File: src/rtl/mips_ctrl_pkg.sv
// Shared encodings for the multi-cycle MIPS controller: opcodes, FSM states,
// datapath mux selects and the bundled control word.
package mips_ctrl_pkg;

  localparam logic [5:0] OP_RTYPE = 6'b000000;
  localparam logic [5:0] OP_LW    = 6'b100011;
  localparam logic [5:0] OP_SW    = 6'b101011;
  localparam logic [5:0] OP_BEQ   = 6'b000100;
  localparam logic [5:0] OP_ADDI  = 6'b001000;
  localparam logic [5:0] OP_J     = 6'b000010;

  typedef enum logic [3:0] {
    ST_FETCH  = 4'd0,
    ST_DECODE = 4'd1,
    ST_MEMADR = 4'd2,
    ST_MEMRD  = 4'd3,
    ST_MEMWB  = 4'd4,
    ST_MEMWR  = 4'd5,
    ST_EXEC   = 4'd6,
    ST_ALUWB  = 4'd7,
    ST_BRANCH = 4'd8,
    ST_ADDIEX = 4'd9,
    ST_ADDIWB = 4'd10,
    ST_JUMP   = 4'd11
  } state_t;

  localparam logic [1:0] SRCB_B     = 2'b00;
  localparam logic [1:0] SRCB_FOUR  = 2'b01;
  localparam logic [1:0] SRCB_IMM   = 2'b10;
  localparam logic [1:0] SRCB_SHIMM = 2'b11;

  localparam logic [1:0] ALUOP_ADD   = 2'b00;
  localparam logic [1:0] ALUOP_SUB   = 2'b01;
  localparam logic [1:0] ALUOP_FUNCT = 2'b10;

  localparam logic [1:0] PCSRC_ALU    = 2'b00;
  localparam logic [1:0] PCSRC_ALUOUT = 2'b01;
  localparam logic [1:0] PCSRC_JUMP   = 2'b10;

  typedef struct packed {
    logic       pc_en;
    logic       iord;
    logic       memread;
    logic       memwrite;
    logic       irwrite;
    logic       mdrwrite;
    logic       memtoreg;
    logic       regdst;
    logic       regwrite;
    logic       alusrca;
    logic [1:0] alusrcb;
    logic [1:0] aluop;
    logic [1:0] pcsource;
  } ctrl_t;

endpackage

File: src/rtl/mips_ctrl_if.sv
// Controller <-> datapath bundle: IR opcode, ALU flag and memory handshake in,
// datapath control and debug observability out.
interface mips_ctrl_if #(parameter int CNT_W = 32);

  logic [5:0]       opcode;
  logic             zero;
  logic             mem_ready;
  logic             pc_en;
  logic             iord;
  logic             memread;
  logic             memwrite;
  logic             irwrite;
  logic             mdrwrite;
  logic             memtoreg;
  logic             regdst;
  logic             regwrite;
  logic             alusrca;
  logic [1:0]       alusrcb;
  logic [1:0]       aluop;
  logic [1:0]       pcsource;
  logic [3:0]       state;
  logic             illegal_op;
  logic [CNT_W-1:0] instr_count;

  modport master (
    input  opcode, zero, mem_ready,
    output pc_en, iord, memread, memwrite, irwrite, mdrwrite, memtoreg,
           regdst, regwrite, alusrca, alusrcb, aluop, pcsource,
           state, illegal_op, instr_count
  );

  modport slave (
    output opcode, zero, mem_ready,
    input  pc_en, iord, memread, memwrite, irwrite, mdrwrite, memtoreg,
           regdst, regwrite, alusrca, alusrcb, aluop, pcsource,
           state, illegal_op, instr_count
  );

endinterface

File: src/rtl/mips_ctrl_outdec.sv
// Moore output decode for the multi-cycle controller; zero and mem_ready only
// qualify the PC, IR and MDR load enables.
module mips_ctrl_outdec
  import mips_ctrl_pkg::*;
(
  input  state_t state,
  input  logic   zero,
  input  logic   mem_ready,
  output ctrl_t  ctrl
);

  logic pcwrite;
  logic pcwritecond;

  always_comb begin
    ctrl        = '0;
    pcwrite     = 1'b0;
    pcwritecond = 1'b0;
    case (state)
      ST_FETCH: begin
        ctrl.memread  = 1'b1;
        ctrl.alusrcb  = SRCB_FOUR;
        ctrl.irwrite  = mem_ready;
        pcwrite       = mem_ready;
      end
      ST_DECODE: ctrl.alusrcb = SRCB_SHIMM;
      ST_MEMADR: begin
        ctrl.alusrca = 1'b1;
        ctrl.alusrcb = SRCB_IMM;
      end
      ST_MEMRD: begin
        ctrl.memread  = 1'b1;
        ctrl.iord     = 1'b1;
        ctrl.mdrwrite = mem_ready;
      end
      ST_MEMWB: begin
        ctrl.regwrite = 1'b1;
        ctrl.memtoreg = 1'b1;
      end
      // Write request is held for the whole wait; memory samples it as a level.
      ST_MEMWR: begin
        ctrl.memwrite = 1'b1;
        ctrl.iord     = 1'b1;
      end
      ST_EXEC: begin
        ctrl.alusrca = 1'b1;
        ctrl.aluop   = ALUOP_FUNCT;
      end
      ST_ALUWB: begin
        ctrl.regwrite = 1'b1;
        ctrl.regdst   = 1'b1;
      end
      ST_BRANCH: begin
        ctrl.alusrca  = 1'b1;
        ctrl.aluop    = ALUOP_SUB;
        ctrl.pcsource = PCSRC_ALUOUT;
        pcwritecond   = 1'b1;
      end
      ST_ADDIEX: begin
        ctrl.alusrca = 1'b1;
        ctrl.alusrcb = SRCB_IMM;
      end
      ST_ADDIWB: ctrl.regwrite = 1'b1;
      ST_JUMP: begin
        ctrl.pcsource = PCSRC_JUMP;
        pcwrite       = 1'b1;
      end
      default: ;
    endcase
    ctrl.pc_en = pcwrite | (pcwritecond & zero);
  end

endmodule

File: src/rtl/mips_multicycle_ctrl.sv
// Multi-cycle MIPS control FSM with a shared memory port, retired-instruction
// counter and illegal-opcode pulse for debug.
module mips_multicycle_ctrl
  import mips_ctrl_pkg::*;
#(
  parameter int CNT_W = 32
) (
  input logic          clk,
  input logic          rst,
  mips_ctrl_if.master  bus
);

  state_t           state_q;
  state_t           state_d;
  logic [CNT_W-1:0] count_q;
  logic             illegal;
  logic             retire;
  ctrl_t            ctrl;

  always_ff @(posedge clk) begin
    if (rst) begin
      state_q <= ST_FETCH;
      count_q <= '0;
    end else begin
      state_q <= state_d;
      if (retire) count_q <= count_q + {{(CNT_W-1){1'b0}}, 1'b1};
    end
  end

  // Retirement is flagged on the last cycle of each instruction path.
  always_comb begin
    state_d = state_q;
    illegal = 1'b0;
    retire  = 1'b0;
    case (state_q)
      ST_FETCH: if (bus.mem_ready) state_d = ST_DECODE;
      ST_DECODE: begin
        case (bus.opcode)
          OP_RTYPE:     state_d = ST_EXEC;
          OP_LW, OP_SW: state_d = ST_MEMADR;
          OP_BEQ:       state_d = ST_BRANCH;
          OP_ADDI:      state_d = ST_ADDIEX;
          OP_J:         state_d = ST_JUMP;
          default: begin
            state_d = ST_FETCH;
            illegal = 1'b1;
          end
        endcase
      end
      ST_MEMADR: state_d = (bus.opcode == OP_LW) ? ST_MEMRD : ST_MEMWR;
      ST_MEMRD:  if (bus.mem_ready) state_d = ST_MEMWB;
      ST_MEMWR: begin
        if (bus.mem_ready) begin
          state_d = ST_FETCH;
          retire  = 1'b1;
        end
      end
      ST_EXEC:   state_d = ST_ALUWB;
      ST_ADDIEX: state_d = ST_ADDIWB;
      ST_MEMWB, ST_ALUWB, ST_ADDIWB, ST_BRANCH, ST_JUMP: begin
        state_d = ST_FETCH;
        retire  = 1'b1;
      end
      default: state_d = ST_FETCH;
    endcase
  end

  mips_ctrl_outdec u_outdec (
    .state     (state_q),
    .zero      (bus.zero),
    .mem_ready (bus.mem_ready),
    .ctrl      (ctrl)
  );

  // Side-effecting enables are suppressed while reset is held so an abandoned
  // instruction cannot complete a write.
  assign bus.pc_en       = ctrl.pc_en    & ~rst;
  assign bus.irwrite     = ctrl.irwrite  & ~rst;
  assign bus.mdrwrite    = ctrl.mdrwrite & ~rst;
  assign bus.regwrite    = ctrl.regwrite & ~rst;
  assign bus.memwrite    = ctrl.memwrite & ~rst;
  assign bus.memread     = ctrl.memread  & ~rst;
  assign bus.illegal_op  = illegal       & ~rst;
  assign bus.iord        = ctrl.iord;
  assign bus.memtoreg    = ctrl.memtoreg;
  assign bus.regdst      = ctrl.regdst;
  assign bus.alusrca     = ctrl.alusrca;
  assign bus.alusrcb     = ctrl.alusrcb;
  assign bus.aluop       = ctrl.aluop;
  assign bus.pcsource    = ctrl.pcsource;
  assign bus.state       = state_q;
  assign bus.instr_count = count_q;

endmodule

File: src/flat_wrapper.sv
// flat-port wrapper written by rule: the top's interface ports become plain ports
module mips_multicycle_ctrl_flat import mips_ctrl_pkg::*;
#(
  parameter int CNT_W = 32
)
  (clk, rst, bus_opcode, bus_zero, bus_mem_ready, bus_pc_en, bus_iord, bus_memread, bus_memwrite, bus_irwrite, bus_mdrwrite, bus_memtoreg, bus_regdst, bus_regwrite, bus_alusrca, bus_alusrcb, bus_aluop, bus_pcsource, bus_state, bus_illegal_op, bus_instr_count);
  mips_ctrl_if #(.CNT_W(CNT_W)) bus_i ();
  input logic clk;
  input logic rst;
  input wire logic [$bits(bus_i.opcode)-1:0] bus_opcode;
  input wire logic [$bits(bus_i.zero)-1:0] bus_zero;
  input wire logic [$bits(bus_i.mem_ready)-1:0] bus_mem_ready;
  output wire logic [$bits(bus_i.pc_en)-1:0] bus_pc_en;
  output wire logic [$bits(bus_i.iord)-1:0] bus_iord;
  output wire logic [$bits(bus_i.memread)-1:0] bus_memread;
  output wire logic [$bits(bus_i.memwrite)-1:0] bus_memwrite;
  output wire logic [$bits(bus_i.irwrite)-1:0] bus_irwrite;
  output wire logic [$bits(bus_i.mdrwrite)-1:0] bus_mdrwrite;
  output wire logic [$bits(bus_i.memtoreg)-1:0] bus_memtoreg;
  output wire logic [$bits(bus_i.regdst)-1:0] bus_regdst;
  output wire logic [$bits(bus_i.regwrite)-1:0] bus_regwrite;
  output wire logic [$bits(bus_i.alusrca)-1:0] bus_alusrca;
  output wire logic [$bits(bus_i.alusrcb)-1:0] bus_alusrcb;
  output wire logic [$bits(bus_i.aluop)-1:0] bus_aluop;
  output wire logic [$bits(bus_i.pcsource)-1:0] bus_pcsource;
  output wire logic [$bits(bus_i.state)-1:0] bus_state;
  output wire logic [$bits(bus_i.illegal_op)-1:0] bus_illegal_op;
  output wire logic [$bits(bus_i.instr_count)-1:0] bus_instr_count;
  assign bus_i.opcode = bus_opcode;
  assign bus_i.zero = bus_zero;
  assign bus_i.mem_ready = bus_mem_ready;
  assign bus_pc_en = bus_i.pc_en;
  assign bus_iord = bus_i.iord;
  assign bus_memread = bus_i.memread;
  assign bus_memwrite = bus_i.memwrite;
  assign bus_irwrite = bus_i.irwrite;
  assign bus_mdrwrite = bus_i.mdrwrite;
  assign bus_memtoreg = bus_i.memtoreg;
  assign bus_regdst = bus_i.regdst;
  assign bus_regwrite = bus_i.regwrite;
  assign bus_alusrca = bus_i.alusrca;
  assign bus_alusrcb = bus_i.alusrcb;
  assign bus_aluop = bus_i.aluop;
  assign bus_pcsource = bus_i.pcsource;
  assign bus_state = bus_i.state;
  assign bus_illegal_op = bus_i.illegal_op;
  assign bus_instr_count = bus_i.instr_count;
  mips_multicycle_ctrl #(.CNT_W(CNT_W)) u_core (.clk(clk), .rst(rst), .bus(bus_i));
endmodule
File: config.mk
export PLATFORM = sky130hd
export DESIGN_NAME = mips_multicycle_ctrl_flat
export DESIGN_NICKNAME = d
export VERILOG_FILES = /design/src/rtl/mips_ctrl_pkg.sv /design/src/rtl/mips_ctrl_if.sv /design/src/rtl/mips_ctrl_outdec.sv /design/src/rtl/mips_multicycle_ctrl.sv /design/src/flat_wrapper.sv
export SDC_FILE = /design/constraint.sdc
export NUM_CORES = 1
export LEC_CHECK = 0
export ABC_AREA = 0
export BUFFER_PORTS_ARGS = -buffer_cell sky130_fd_sc_hd__buf_2
export CORE_AREA = 5 5 75 77
export CTS_CLUSTER_DIAMETER = 150
export DETAILED_ROUTE_END_ITERATION = 10
export DIE_AREA = 0 0 80 82
export HOLD_SLACK_MARGIN = 0.05
export PLACE_DENSITY = 0.72
export RECOVER_POWER = 25
export SYNTH_ARGS = -nofsm -noshare
export SYNTH_HDL_FRONTEND = slang
export SYNTH_SLANG_ARGS = --single-unit
File: constraint.sdc
create_clock -name clk -period 2.44 [get_ports clk]
set_input_delay 0.122 -clock clk [delete_from_list [all_inputs] [get_ports clk]]
set_output_delay 0.122 -clock clk [all_outputs]
set_load 0.01 [all_outputs]
-- Yosys cells after proc, flatten, opt, wreduce, memory -nomap -nowiden
Index checks and enable logic that the tools add are counted.
- word-level logic and storage cells: 67
- flip-flop bits (word level): 36
- input port bits: 10
- output and inout port bits: 53
- add/sub/neg operators: 1
- multiplexer cells: 24
- reduce and logical (&&, ||, !) cells: 11
- equality and inequality tests: 19
- bitwise operators: 10
- operators with widths (operator ; count):
    $add 32x1->32 const B ; 1
    $pmux 4 s7 ; 1
    $pmux 4 s5 ; 1
    $eq 4x3->1 const B ; 4
    $eq 4x4->1 const B ; 4
    $mux 1 ; 13
    $eq 6x6->1 const B ; 2
    $mux 4 ; 3
    $and 1x1->1 ; 8
    $eq 4x2->1 const B ; 2
    $pmux 2 s2 ; 2
    $reduce_or 2->1 ; 4
    $eq 6x2->1 const B ; 1
    $eq 6x3->1 const B ; 1
    $eq 6x4->1 const B ; 1
    $logic_not 6->1 ; 1
    $ne 2x2->1 const B ; 3
    $pmux 2 s3 ; 1
    $reduce_or 6->1 ; 1
    $reduce_or 5->1 ; 1
    $eq 4x1->1 const B ; 1
    $logic_not 4->1 ; 1
    $pmux 1 s2 ; 2
    $reduce_or 4->1 ; 1
    other kinds (5) ; 5

-- Logic depth before layout (Yosys ltp)
Gate-level depths: netlist of run 1.
- depth in word-level cells: 5
- gate-level depth with buffers: 9
- gate-level depth less buffers: 5

-- Hierarchy
Synthesis of run 1 repeated with hierarchy kept, for this count alone.
- cells, all modules: 295
- area, all modules: 2551.2 um^2
- by module, submodules not included (module ; seq. area each (um^2) ; cells each ; times used ; area an instance (um^2)):
    mips_multicycle_ctrl ; 720.7 ; 264 ; 1 ; 2353.5
    mips_ctrl_outdec ; 0.0 ; 31 ; 1 ; 197.7

-- Least setup slack after synthesis of run 1
No wires, ideal clock.
- kind: register to register
- start: register u_core.state_q[1] (netlist: u_core.bus.state[1])
- end: register u_core.count_q[31] (netlist: u_core.bus.instr_count[31])
- buffers on the path: 3
- setup slack: 0.615 ns
- required time: 2.319 ns
- arrival: 1.703 ns
- cell stages (with the launch flop): 9
- clock period less this slack: 1.825 ns
- setup time: 0.121 ns
- cells stage by stage: dfxtp_1 -> buf_6 -> or3b_1 -> buf_6 -> and4_4 -> buf_6 -> nand4_4 -> nor4_2 -> mux2_4
- longest elaborated chain between the ends: 3
- elaborated cells on any way between the ends: 8
- classes of those cells: eq/ne: 6; mux: 1; reduce/logical: 1
- ends and longest elaborated chain (element ; line ; RTL):
    start, declared ; mips_multicycle_ctrl.sv:13 ; state_t state_q;
    start signal, assigned ; mips_multicycle_ctrl.sv:25 ; state_q <= state_d;
    $eq 4x3->1 / $eq 4x4->1 (equally long branches) ; mips_multicycle_ctrl.sv:35 ; case (state_q)
    $reduce_or 5->1 ; mips_multicycle_ctrl.sv:35 ;
    $pmux 1 s2 (*) ; mips_multicycle_ctrl.sv:35 ;
    end signal, assigned ; mips_multicycle_ctrl.sv:26 ; if (retire) count_q <= count_q + {{(CNT_W-1){1'b0}}, 1'b1};
    end, declared ; mips_multicycle_ctrl.sv:15 ; logic [CNT_W-1:0] count_q;
Mark *: on every way between the ends. The rest lies on a longest branch, timed or not.
A chain may end at the register's enable or synchronous reset.

-- Worst setup path after layout of run 1
- start: register u_core.state_q[0] (netlist: u_core.bus.state[0])
- end: register u_core.count_q[28] (netlist: u_core.bus.instr_count[28])
Same word-level chain as after synthesis.

==> results of run 1 <==
-- worst max-delay path, delay by kind of cell (launching register included) --
family | cells | cell delay, ns
AND/OR/NAND/NOR | 4 | 1.44
flip-flops | 1 | 0.43
AO/OA/AOI/OAI | 1 | 0.15
-- registers in the layout, summed over array words and instances (netlist names) --
signal / count
u_core.bus.state: 4
u_core.bus.instr_count: 32
-- per-layer routing --
metal  vias up  share of wire, %  wire length (µm)
met1       956                47              2440
met3        12               5.2               269
met2        66                46              2350
li1       1072                 -                 -
met4         0               1.9                96
met5         -                 0                 0
-- stage by stage --
| step | total power, µW | cell area (µm²) | worst slack [ns] | hold slack [ns] | instances |
|---|---|---|---|---|---|
| 2_1_floorplan | 661 | 2110 | 0.615 | 0.289 | 265 |
| 3_3_place_gp | 691 | 2450 | 0.411 | 0.477 | 386 |
| 3_5_place_dp | 692 | 2450 | 0.365 | 0.485 | 386 |
| 4_1_cts | 1210 | 2560 | 0.363 | 0.183 | 394 |
| 5_1_grt | 1250 | 2530 | 0.155 | 0.227 | 394 |
| 6_report | 1200 | 2530 | 0.342 | 0.189 | 394 |
-- logic make-up (layout without fill, tap and decap cells) --
kind of cell               count (synthesis)  count (layout)  share of synthesized area (%)
xor gates and xnor gates                  17              17                           7.04
adders and majority gates                  1               1                          0.592
AOI/OAI and AO/OA                         53              53                           15.4
muxes                                      2               2                           1.18
buffers and inverters                     23              82                           5.98
DFF                                       36              36                           34.1
and+or+nand+nor                          133             133                           35.7
-- layout make-up --
class | instances | area [µm²] | share of cell area (%)
clock buffers | 6 | 72.6 | 2.86
multi-input cells | 206 | 1270 | 50.0
clock inverters | 2 | 35.0 | 1.38
well taps | 70 | 87.6 | 3.46
repair buffers | 68 | 328 | 12.9
flip-flops and latches | 36 | 721 | 28.4
inverters | 6 | 22.5 | 0.889
-- power groups by stage --
stage               clock network [µW]  registers, µW  logic, µW
floorplan                            0            606       55.1
global placement                     0            608       82.8
detailed placement                   0            609       83.4
CTS                                535            595       83.3
global route                       559            596       91.3
finish                             521            595       82.7
-- synthesized netlist by cell type, drive strengths merged, types with 8 or more instances --
| library cell | instances | area (µm²) |
|---|---|---|
| or3 | 14 | 87.6 |
| o21ai | 15 | 75.1 |
| nand4 | 14 | 115 |
| buf | 8 | 70.1 |
| nand3 | 12 | 70.1 |
| clkbuf | 9 | 33.8 |
| nor2 | 31 | 116 |
| a21oi | 22 | 110 |
| nand2 | 15 | 56.3 |
| xor2 | 12 | 105 |
| nor3 | 15 | 80.1 |
| dfxtp | 36 | 721 |
-- how the worst max path moves through the flow --
stage               slack [ns]                        startpoint                                       to  cells past startpoint
global route              0.15  u_core.bus.state[0]$_SDFFE_PP0P_  u_core.bus.instr_count[28]$_SDFFE_PP0P_                      5
floorplan                 0.62  u_core.bus.state[1]$_SDFFE_PP0P_  u_core.bus.instr_count[31]$_SDFFE_PP0P_                      8
global placement          0.41  u_core.bus.state[0]$_SDFFE_PP0P_  u_core.bus.instr_count[30]$_SDFFE_PP0P_                      5
CTS                       0.36  u_core.bus.state[0]$_SDFFE_PP0P_  u_core.bus.instr_count[30]$_SDFFE_PP0P_                      5
detailed placement        0.36  u_core.bus.state[0]$_SDFFE_PP0P_  u_core.bus.instr_count[30]$_SDFFE_PP0P_                      5
finish                    0.34  u_core.bus.state[0]$_SDFFE_PP0P_  u_core.bus.instr_count[28]$_SDFFE_PP0P_                      5
-- cells in the final DEF (no fill, tap or decap), drive strengths merged, types with 2 or more instances in the layout --
cell | Yosys | layout
nor3b | 2 | 2
or3 | 14 | 14
nand2b | 5 | 5
nand2 | 15 | 15
and2 | 3 | 3
xnor2 | 5 | 5
or2 | 2 | 2
a211oi | 2 | 2
o21ai | 15 | 15
nand3 | 12 | 12
dfxtp | 36 | 36
o31ai | 5 | 5
nor4 | 3 | 3
a21oi | 22 | 22
a31oi | 2 | 2
nand4 | 14 | 14
and3 | 5 | 5
xor2 | 12 | 12
nor3 | 15 | 15
and4 | 2 | 2
buf | 8 | 46
inv | 6 | 6
clkbuf | 9 | 28
or4 | 3 | 3
nor2 | 31 | 31
nor2b | 3 | 3
==> flow_metrics.py, run 1 <==
metrics = {
    "outcome": {
        "outcome": "completed",
    },
    "setup_path": {
        "critical_path_class": "flop to flop",
        "setup.worst_path.start_class": "flop",
        "path_max_fanout": 15,
        "crit-reg2reg-launch": "u_core.bus.state[0]$_SDFFE_PP0P_",
        "ff2ff_setup_slack_ns": 0.34,
        "critical_path.max_stage_delay_ns": 0.47,
        "r2r_cells": 5,
        "cpMaxStageDelayCell": "or4_1",
        "path_cells": "or3b_1 > and3_1 > nand4_2 > or4_1 > a21oi_1",
        "crit_path_end_kind": "flop",
        "cp.required_ns": 2.67,
        "arrival_ns": 2.32,
        "timing.rr.end": "u_core.bus.instr_count[28]$_SDFFE_PP0P_",
    },
    "synthesis": {
        "async_flop_share_pct": 0,
        "synth-edff-count": 0,
        "ys_warn_count": 0,
        "seq_area_frac_synth_pct": 34.1,
        "synth_flop_cell": "dfxtp_1",
        "ys_types": 49,
        "synth-seq-cells": 36,
        "synth_cells": 265,
        "avgSynthCellArea_um2": 7.98,
        "syn_nets": 276,
        "synth_area_um2": 2110,
    },
    "cts": {
        "path_clk_slew_ns": 0.07,
        "cts_tree": "yes",
        "cts_max_level": 2,
        "ctsHoldBuffers": 0,
        "cts_buffers": 5,
        "clock-root-buffer": "clkbuf_8",
        "cts_sinks": 36,
        "cts_resized": 0,
        "clk_latency_ns": 0.29,
        "clock_path_buffers": 2,
        "post_cts_buffers": 0,
    },
    "layout": {
        "diodes": 0,
        "fill_cells": 516,
        "synthToLayoutAreaGrowth_pct": 19.8,
        "num-nets-final": 334,
        "drive_gt1_share_pct": 20.1,
        "post-route-util_pct": 51.2,
    },
    "grt": {
        "grt_pass1_vias": 1856,
        "grt_max_degree": 41,
        "grt_use_total_pct": 16.0,
        "gr-total-overflow": 0,
        "antenna_found_initial": 0,
        "grt_use_met3_pct": 3.73,
        "use_met2_pct": 25.8,
        "grt_pass1_wl_mm": 8.47,
        "busiest_layer": "met2",
        "grtUsageMet1_pct": 20.8,
    },
    "route": {
        "drt_iter0_drc": 154,
        "antenna_left": 0,
        "drt-total-wl_mm": 5.15,
        "wire_per_inst_um": 13.1,
        "drc": 0,
        "first_pass_iters": 4,
        "vias_per_cell": 5.35,
        "vias": 2106,
    },
    "timing": {
        "fmax_mhz": 477,
        "fin_crit_sh_pct": 86.0,
        "tns_ns": 0,
        "timing.final.crit_period_ns": 2.10,
        "slew_viol_final": 0,
        "final-setup-viol-count": 0,
        "relSlewSlack_pct": 67.9,
        "finClkSkew_ns": 0.00712,
        "rsz0062_at_grt": "no",
        "hold_violations": 0,
        "worst_pin_slew_ns": 0.481,
    },
    "worst_hold_path": {
        "hp-class": "input pin to flop",
        "holdPathEnd": "u_core.bus.state[0]$_SDFFE_PP0P_",
        "min_path_cells": 3,
        "min_from": "bus_mem_ready",
    },
    "pwr": {
        "leakage_uw": 0.000955,
        "irDropWorstVdd_mv": 0.209,
        "switchingPower_uw": 274,
        "clockPowerShare_pct": 43.4,
        "sequentialPowerShare_pct": 49.7,
        "p_sw_share_pct": 22.8,
        "internal-power_uw": 925,
        "power.density_nw_per_um2": 473,
        "combPwrFrac_pct": 6.9,
    },
    "die": {
        "dieArea_um2": 6560,
        "io_pins": 63,
        "die_x_um": 80,
        "initial_utilization_pct": 42.8,
        "placementRows": 26,
        "chipHeight_um": 82,
        "core_um2": 4940,
    },
    "flow_run": {
        "maxCapViolations": 0,
    },
    "placement": {
        "gp_congestion": 0.879,
        "dp_hpwl_mm": 3.82,
        "port_buffers": 62,
    },
}
No activity file was read; power rests on OpenSTA's default activity.
==> inputs of run 2 (changes only) <==
--- a/config.mk
+++ b/config.mk
@@ -11,6 +11,7 @@
 export CTS_CLUSTER_DIAMETER = 150
 export DETAILED_ROUTE_END_ITERATION = 10
 export DIE_AREA = 0 0 80 82
+export GPL_TIMING_DRIVEN = 0
 export HOLD_SLACK_MARGIN = 0.05
 export PLACE_DENSITY = 0.72
 export RECOVER_POWER = 25
==> run 2 against run 1 <==
Register-to-register slack gained 0.17 ns; global-route usage grew 0.82 points; critical path depth grew 2; clock power shrank 28%; sequential share of layout area shrank 0.22 points.
==> flow_metrics.py, run 2 (synthesized netlist as in run 1, its figures left out) <==
metrics = {
    "outcome": {
        "outcome": "completed",
    },
    "pwr": {
        "power.density_nw_per_um2": 415,
        "switchingPower_uw": 251,
        "combPwrFrac_pct": 8.6,
        "sequentialPowerShare_pct": 55.9,
        "internal-power_uw": 808,
        "clockPowerShare_pct": 35.4,
        "finalPower_uw": 1060,
        "p_sw_share_pct": 23.7,
        "irDropWorstVdd_mv": 0.211,
        "leakage_uw": 0.000955,
    },
    "cts": {
        "post_cts_buffers": 0,
        "cts_tree": "yes",
        "cts_buffers": 5,
        "clk_latency_ns": 0.28,
        "clock_path_buffers": 2,
        "ctsHoldBuffers": 0,
        "cts_resized": 0,
        "cts_sinks": 36,
        "cts_max_level": 2,
        "path_clk_slew_ns": 0.06,
        "clock-root-buffer": "clkbuf_8",
    },
    "setup_path": {
        "crit_path_end_kind": "flop",
        "cp.required_ns": 2.65,
        "path_max_fanout": 10,
        "ff2ff_setup_slack_ns": 0.51,
        "critical_path_class": "flop to flop",
        "setup.worst_path.start_class": "flop",
        "crit-reg2reg-launch": "u_core.bus.state[3]$_SDFFE_PP0P_",
        "arrival_ns": 2.14,
        "timing.rr.end": "u_core.bus.instr_count[22]$_SDFFE_PP0P_",
        "r2r_cells": 7,
    },
    "die": {
        "chipHeight_um": 82,
        "core_um2": 4940,
        "initial_utilization_pct": 42.8,
        "io_pins": 63,
        "placementRows": 26,
        "die_x_um": 80,
        "dieArea_um2": 6560,
    },
    "layout": {
        "multi_input_area_um2": 1270,
        "synthToLayoutAreaGrowth_pct": 20.8,
        "drive_gt1_share_pct": 19.3,
        "mostFrequentLayoutCell": "buf_2",
        "final-seq-area_um2": 721,
        "post-route-util_pct": 51.6,
        "fill_cells": 519,
        "diodes": 0,
        "largest_reg_flops": 32,
        "num-nets-final": 345,
        "mostFrequentLayoutCells": "buf_2, dfxtp_1, clkbuf_1, nor2_1, a21oi_1",
    },
    "route": {
        "antenna_left": 0,
        "drt_iter0_drc": 103,
        "drt-total-wl_mm": 5.33,
        "first_pass_iters": 5,
        "vias": 2167,
        "vias_per_cell": 5.39,
        "wire_per_inst_um": 13.2,
        "drc": 0,
    },
    "timing": {
        "finClkSkew_ns": 0.00615,
        "timing.final.crit_period_ns": 1.93,
        "relSlewSlack_pct": 65.6,
        "rsz0062_at_grt": "no",
        "worst_pin_slew_ns": 0.517,
        "slew_viol_final": 0,
        "hold_violations": 0,
        "final-setup-viol-count": 0,
        "whs_ns": 0.203,
        "fmax_mhz": 518,
        "fin_crit_sh_pct": 79.2,
        "tns_ns": 0,
    },
    "grt": {
        "grt_pass1_vias": 2028,
        "grt_max_degree": 11,
        "gr-total-overflow": 0,
        "grt_use_total_pct": 16.8,
        "grt_pass1_wl_mm": 8.96,
        "antenna_found_initial": 0,
    },
    "worst_hold_path": {
        "min_from": "bus_mem_ready",
        "min_path_cells": 3,
        "holdPathEnd": "u_core.bus.state[0]$_SDFFE_PP0P_",
        "hp-class": "input pin to flop",
    },
    "flow_run": {
        "maxCapViolations": 0,
    },
    "placement": {
        "dp_hpwl_mm": 3.99,
        "port_buffers": 62,
        "gp_congestion": 0.833,
    },
}
[run 2: cell types whose count changed in the layout (fill, tap and decap cells not counted)]
cell	before	now
bufinv_16	1	0
buf_2	40	42
clkbuf_1	23	31
buf_4	6	0
clkinv_2	1	0
buf_6	0	5
buf_1	0	1
[run 2: final cells by class]
class                      instances  area share [%]
multi-input combinational        206            49.6
inverter                           6           0.882
clock buffer                       5            2.69
timing repair buffer              62            11.1
tap                               70            3.43
sequential                        36            28.2
buffer                            17            4.07
[run 2: power groups by stage]
stage	clock network [µW]	logic [µW]	registers (µW)
global placement	0	91.0	606
CTS	389	92.4	592
global route	415	102	593
floorplan	0	55.1	606
finish	375	91.4	593
detailed placement	0	92.0	606
[run 2: metal layers]
metal | vias to the layer above | GRT usage (%) | routed length (µm)
met4 | 0 | 4.56 | 12
met2 | 50 | 28.0 | 2550
met1 | 1026 | 20.8 | 2430
met3 | 2 | 5.59 | 331
li1 | 1089 | - | -
met5 | - | 0 | 0
[run 2: stage by stage]
step / std cells / setup WS, ns / cell area (µm²)
finish: 402 / 0.508 / 2550
CTS: 402 / 0.495 / 2580
global route: 402 / 0.363 / 2550
detailed placement: 397 / 0.517 / 2510
floorplan: 265 / 0.615 / 2110
global placement: 397 / 0.553 / 2510
[run 2: critical path, stage by stage (launching register included)]
cell and delay (ns):
dfxtp_1 0.44, nand2b_1 0.08, clkbuf_1 0.21, o2bb2ai_4 0.32, nand4_2 0.18, buf_6 0.19, or3_1 0.30, a21oi_1 0.15
[run 2: worst max path at each step]
stage | startpoint | to | cells after the start | slack [ns]
finish | u_core.bus.state[3]$_SDFFE_PP0P_ | u_core.bus.instr_count[22]$_SDFFE_PP0P_ | 7 | 0.51
global route | u_core.bus.state[3]$_SDFFE_PP0P_ | u_core.bus.instr_count[22]$_SDFFE_PP0P_ | 7 | 0.36
CTS | u_core.bus.state[3]$_SDFFE_PP0P_ | u_core.bus.instr_count[22]$_SDFFE_PP0P_ | 7 | 0.49
detailed placement | u_core.bus.state[3]$_SDFFE_PP0P_ | u_core.bus.instr_count[22]$_SDFFE_PP0P_ | 7 | 0.52
global placement | u_core.bus.state[3]$_SDFFE_PP0P_ | u_core.bus.instr_count[26]$_SDFFE_PP0P_ | 7 | 0.55
floorplan | u_core.bus.state[1]$_SDFFE_PP0P_ | u_core.bus.instr_count[31]$_SDFFE_PP0P_ | 8 | 0.62
==> inputs of run 3 (changes only) <==
==> constraint.sdc (replaced) <==
create_clock -name clk -period 1.9 [get_ports clk]
set_input_delay 0.095 -clock clk [delete_from_list [all_inputs] [get_ports clk]]
set_output_delay 0.095 -clock clk [all_outputs]
set_load 0.01 [all_outputs]
==> run 3 against run 2 <==
Routed wire length is 5.0% higher; worst setup slack got worse by 0.45 ns; total power increased by 29%; clock skew is 0.00057 ns lower; die area stayed put; critical path type unchanged.
==> flow_metrics.py, run 3 (synthesized netlist as in run 1, its figures left out) <==
metrics = {
    "setup_path": {
        "arrival_ns": 2.02,
        "setup.worst_path.start_class": "flop",
        "path_max_fanout": 5,
        "crit_path_end_kind": "flop",
        "cp.required_ns": 2.07,
        "path_cells": "nor2b_2 > o2bb2ai_4 > buf_4 > nand4_4 > nor4_4 > mux2_4",
        "cpMaxStageDelayCell": "dfxtp_1",
        "critical_path_class": "flop to flop",
        "critical_path.max_stage_delay_ns": 0.41,
    },
    "timing": {
        "fmax_mhz": 542,
        "worst_pin_slew_ns": 0.536,
        "final-setup-viol-count": 0,
        "hold_violations": 0,
        "fin_crit_sh_pct": 97.1,
        "tns_ns": 0,
        "finClkSkew_ns": 0.00558,
        "slew_viol_final": 0,
        "relSlewSlack_pct": 64.3,
        "rsz0062_at_grt": "yes",
        "timing.final.crit_period_ns": 1.85,
    },
    "cts": {
        "clock_path_buffers": 2,
        "clock-root-buffer": "clkbuf_8",
        "path_clk_slew_ns": 0.06,
        "cts_buffers": 5,
        "cts_sinks": 36,
        "cts_tree": "yes",
        "ctsHoldBuffers": 0,
        "clk_latency_ns": 0.28,
        "cts_max_level": 2,
    },
    "route": {
        "met2_length_mm": 2.70,
        "drt_iter0_drc": 102,
        "antenna_left": 0,
        "top_layer_used": "met4",
        "met1_length_mm": 2.56,
        "vias": 2203,
        "drt-total-wl_mm": 5.59,
        "first_pass_iters": 4,
        "vias_per_cell": 5.33,
        "dr_wl_met3_um": 304,
        "wire_per_inst_um": 13.5,
        "drc": 0,
    },
    "layout": {
        "post-route-util_pct": 55.6,
        "largest_reg_flops": 32,
        "num-nets-final": 356,
        "drive_gt1_share_pct": 33.8,
        "fill_cells": 499,
        "mostFrequentLayoutCell": "buf_2",
        "diodes": 0,
        "final-seq-area_um2": 731,
        "synthToLayoutAreaGrowth_pct": 30.1,
        "mostFrequentLayoutCells": "buf_2, nor2_1, dfxtp_1",
        "multi_input_area_um2": 1330,
    },
    "die": {
        "die_x_um": 80,
        "chipHeight_um": 82,
        "io_pins": 63,
        "placementRows": 26,
        "core_um2": 4940,
        "dieArea_um2": 6560,
        "initial_utilization_pct": 42.8,
    },
    "worst_hold_path": {
        "hp-class": "input pin to flop",
    },
    "outcome": {
        "outcome": "completed",
    },
    "pwr": {
        "irDropWorstVdd_mv": 0.277,
        "power.density_nw_per_um2": 498,
        "leakage_uw": 0.00118,
    },
    "placement": {
        "port_buffers": 62,
        "gp_congestion": 0.833,
        "dp_hpwl_mm": 3.99,
    },
    "grt": {
        "grt_max_degree": 11,
        "antenna_found_initial": 0,
        "gr-total-overflow": 0,
        "grt_pass1_wl_mm": 8.96,
        "grt_pass1_vias": 2029,
        "grt_use_total_pct": 16.8,
    },
    "flow_run": {
        "maxCapViolations": 0,
    },
}
run 3: final cells by class:
| cell class | count | share of cell area (%) |
|---|---|---|
| tap | 70 | 3.18 |
| sequential | 36 | 26.6 |
| inverter | 6 | 0.819 |
| clock buffer | 5 | 2.50 |
| timing repair buffer | 76 | 15.2 |
| multi-input combinational | 206 | 48.3 |
| buffer | 14 | 3.41 |
run 3: power breakdown:
group          switching (µW)  internal (µW)
combinational            74.8           50.7
sequential               4.22            758
clock                     245            236
total                     324           1040
run 3: final timing paths:
kind,cells after the start,from,to,slack [ns]
max reg2reg,6,u_core.bus.state[2]$_SDFFE_PP0P_,u_core.bus.instr_count[31]$_SDFFE_PP0P_,0.05
max,6,u_core.bus.state[2]$_SDFFE_PP0P_,u_core.bus.instr_count[31]$_SDFFE_PP0P_,0.05
min reg2reg,2,u_core.bus.instr_count[11]$_SDFFE_PP0P_,u_core.bus.instr_count[11]$_SDFFE_PP0P_,0.50
min,3,bus_mem_ready,u_core.bus.state[0]$_SDFFE_PP0P_,0.17
run 3: worst max-delay path: cells and delay by family (launching register included):
kind	cells	cell delay, ns
AND/OR/NAND/NOR	3	0.71
multiplexers	1	0.32
flip-flops	1	0.41
AO/OA/AOI/OAI	1	0.15
buffers and inverters	1	0.14
run 3: per-stage QoR:
stage	setup slack, ns	hold WS, ns	cells	power [µW]	area [µm²]
6_report	0.0549	0.170	413	1370	2750
5_1_grt	-0.0490	0.178	413	1440	2750
4_1_cts	0.00806	0.157	402	1380	2580
3_5_place_dp	-0.0229	0.454	397	896	2510
3_3_place_gp	0.0135	0.461	397	895	2510
2_1_floorplan	0.0753	0.262	265	849	2110
run 3: timing repair:
item	4_1_cts	5_1_grt
pin swaps	1	7
gates resized for setup	1	29
setup buffers	0	13
cloned	0	1
setup endpoints to repair	4	22
run 3: metal layers:
metal | vias up | track usage (%)
met3 | 4 | 5.59
met2 | 40 | 28.0
met4 | 0 | 4.56
met5 | - | 0
li1 | 1117 | -
met1 | 1042 | 20.8
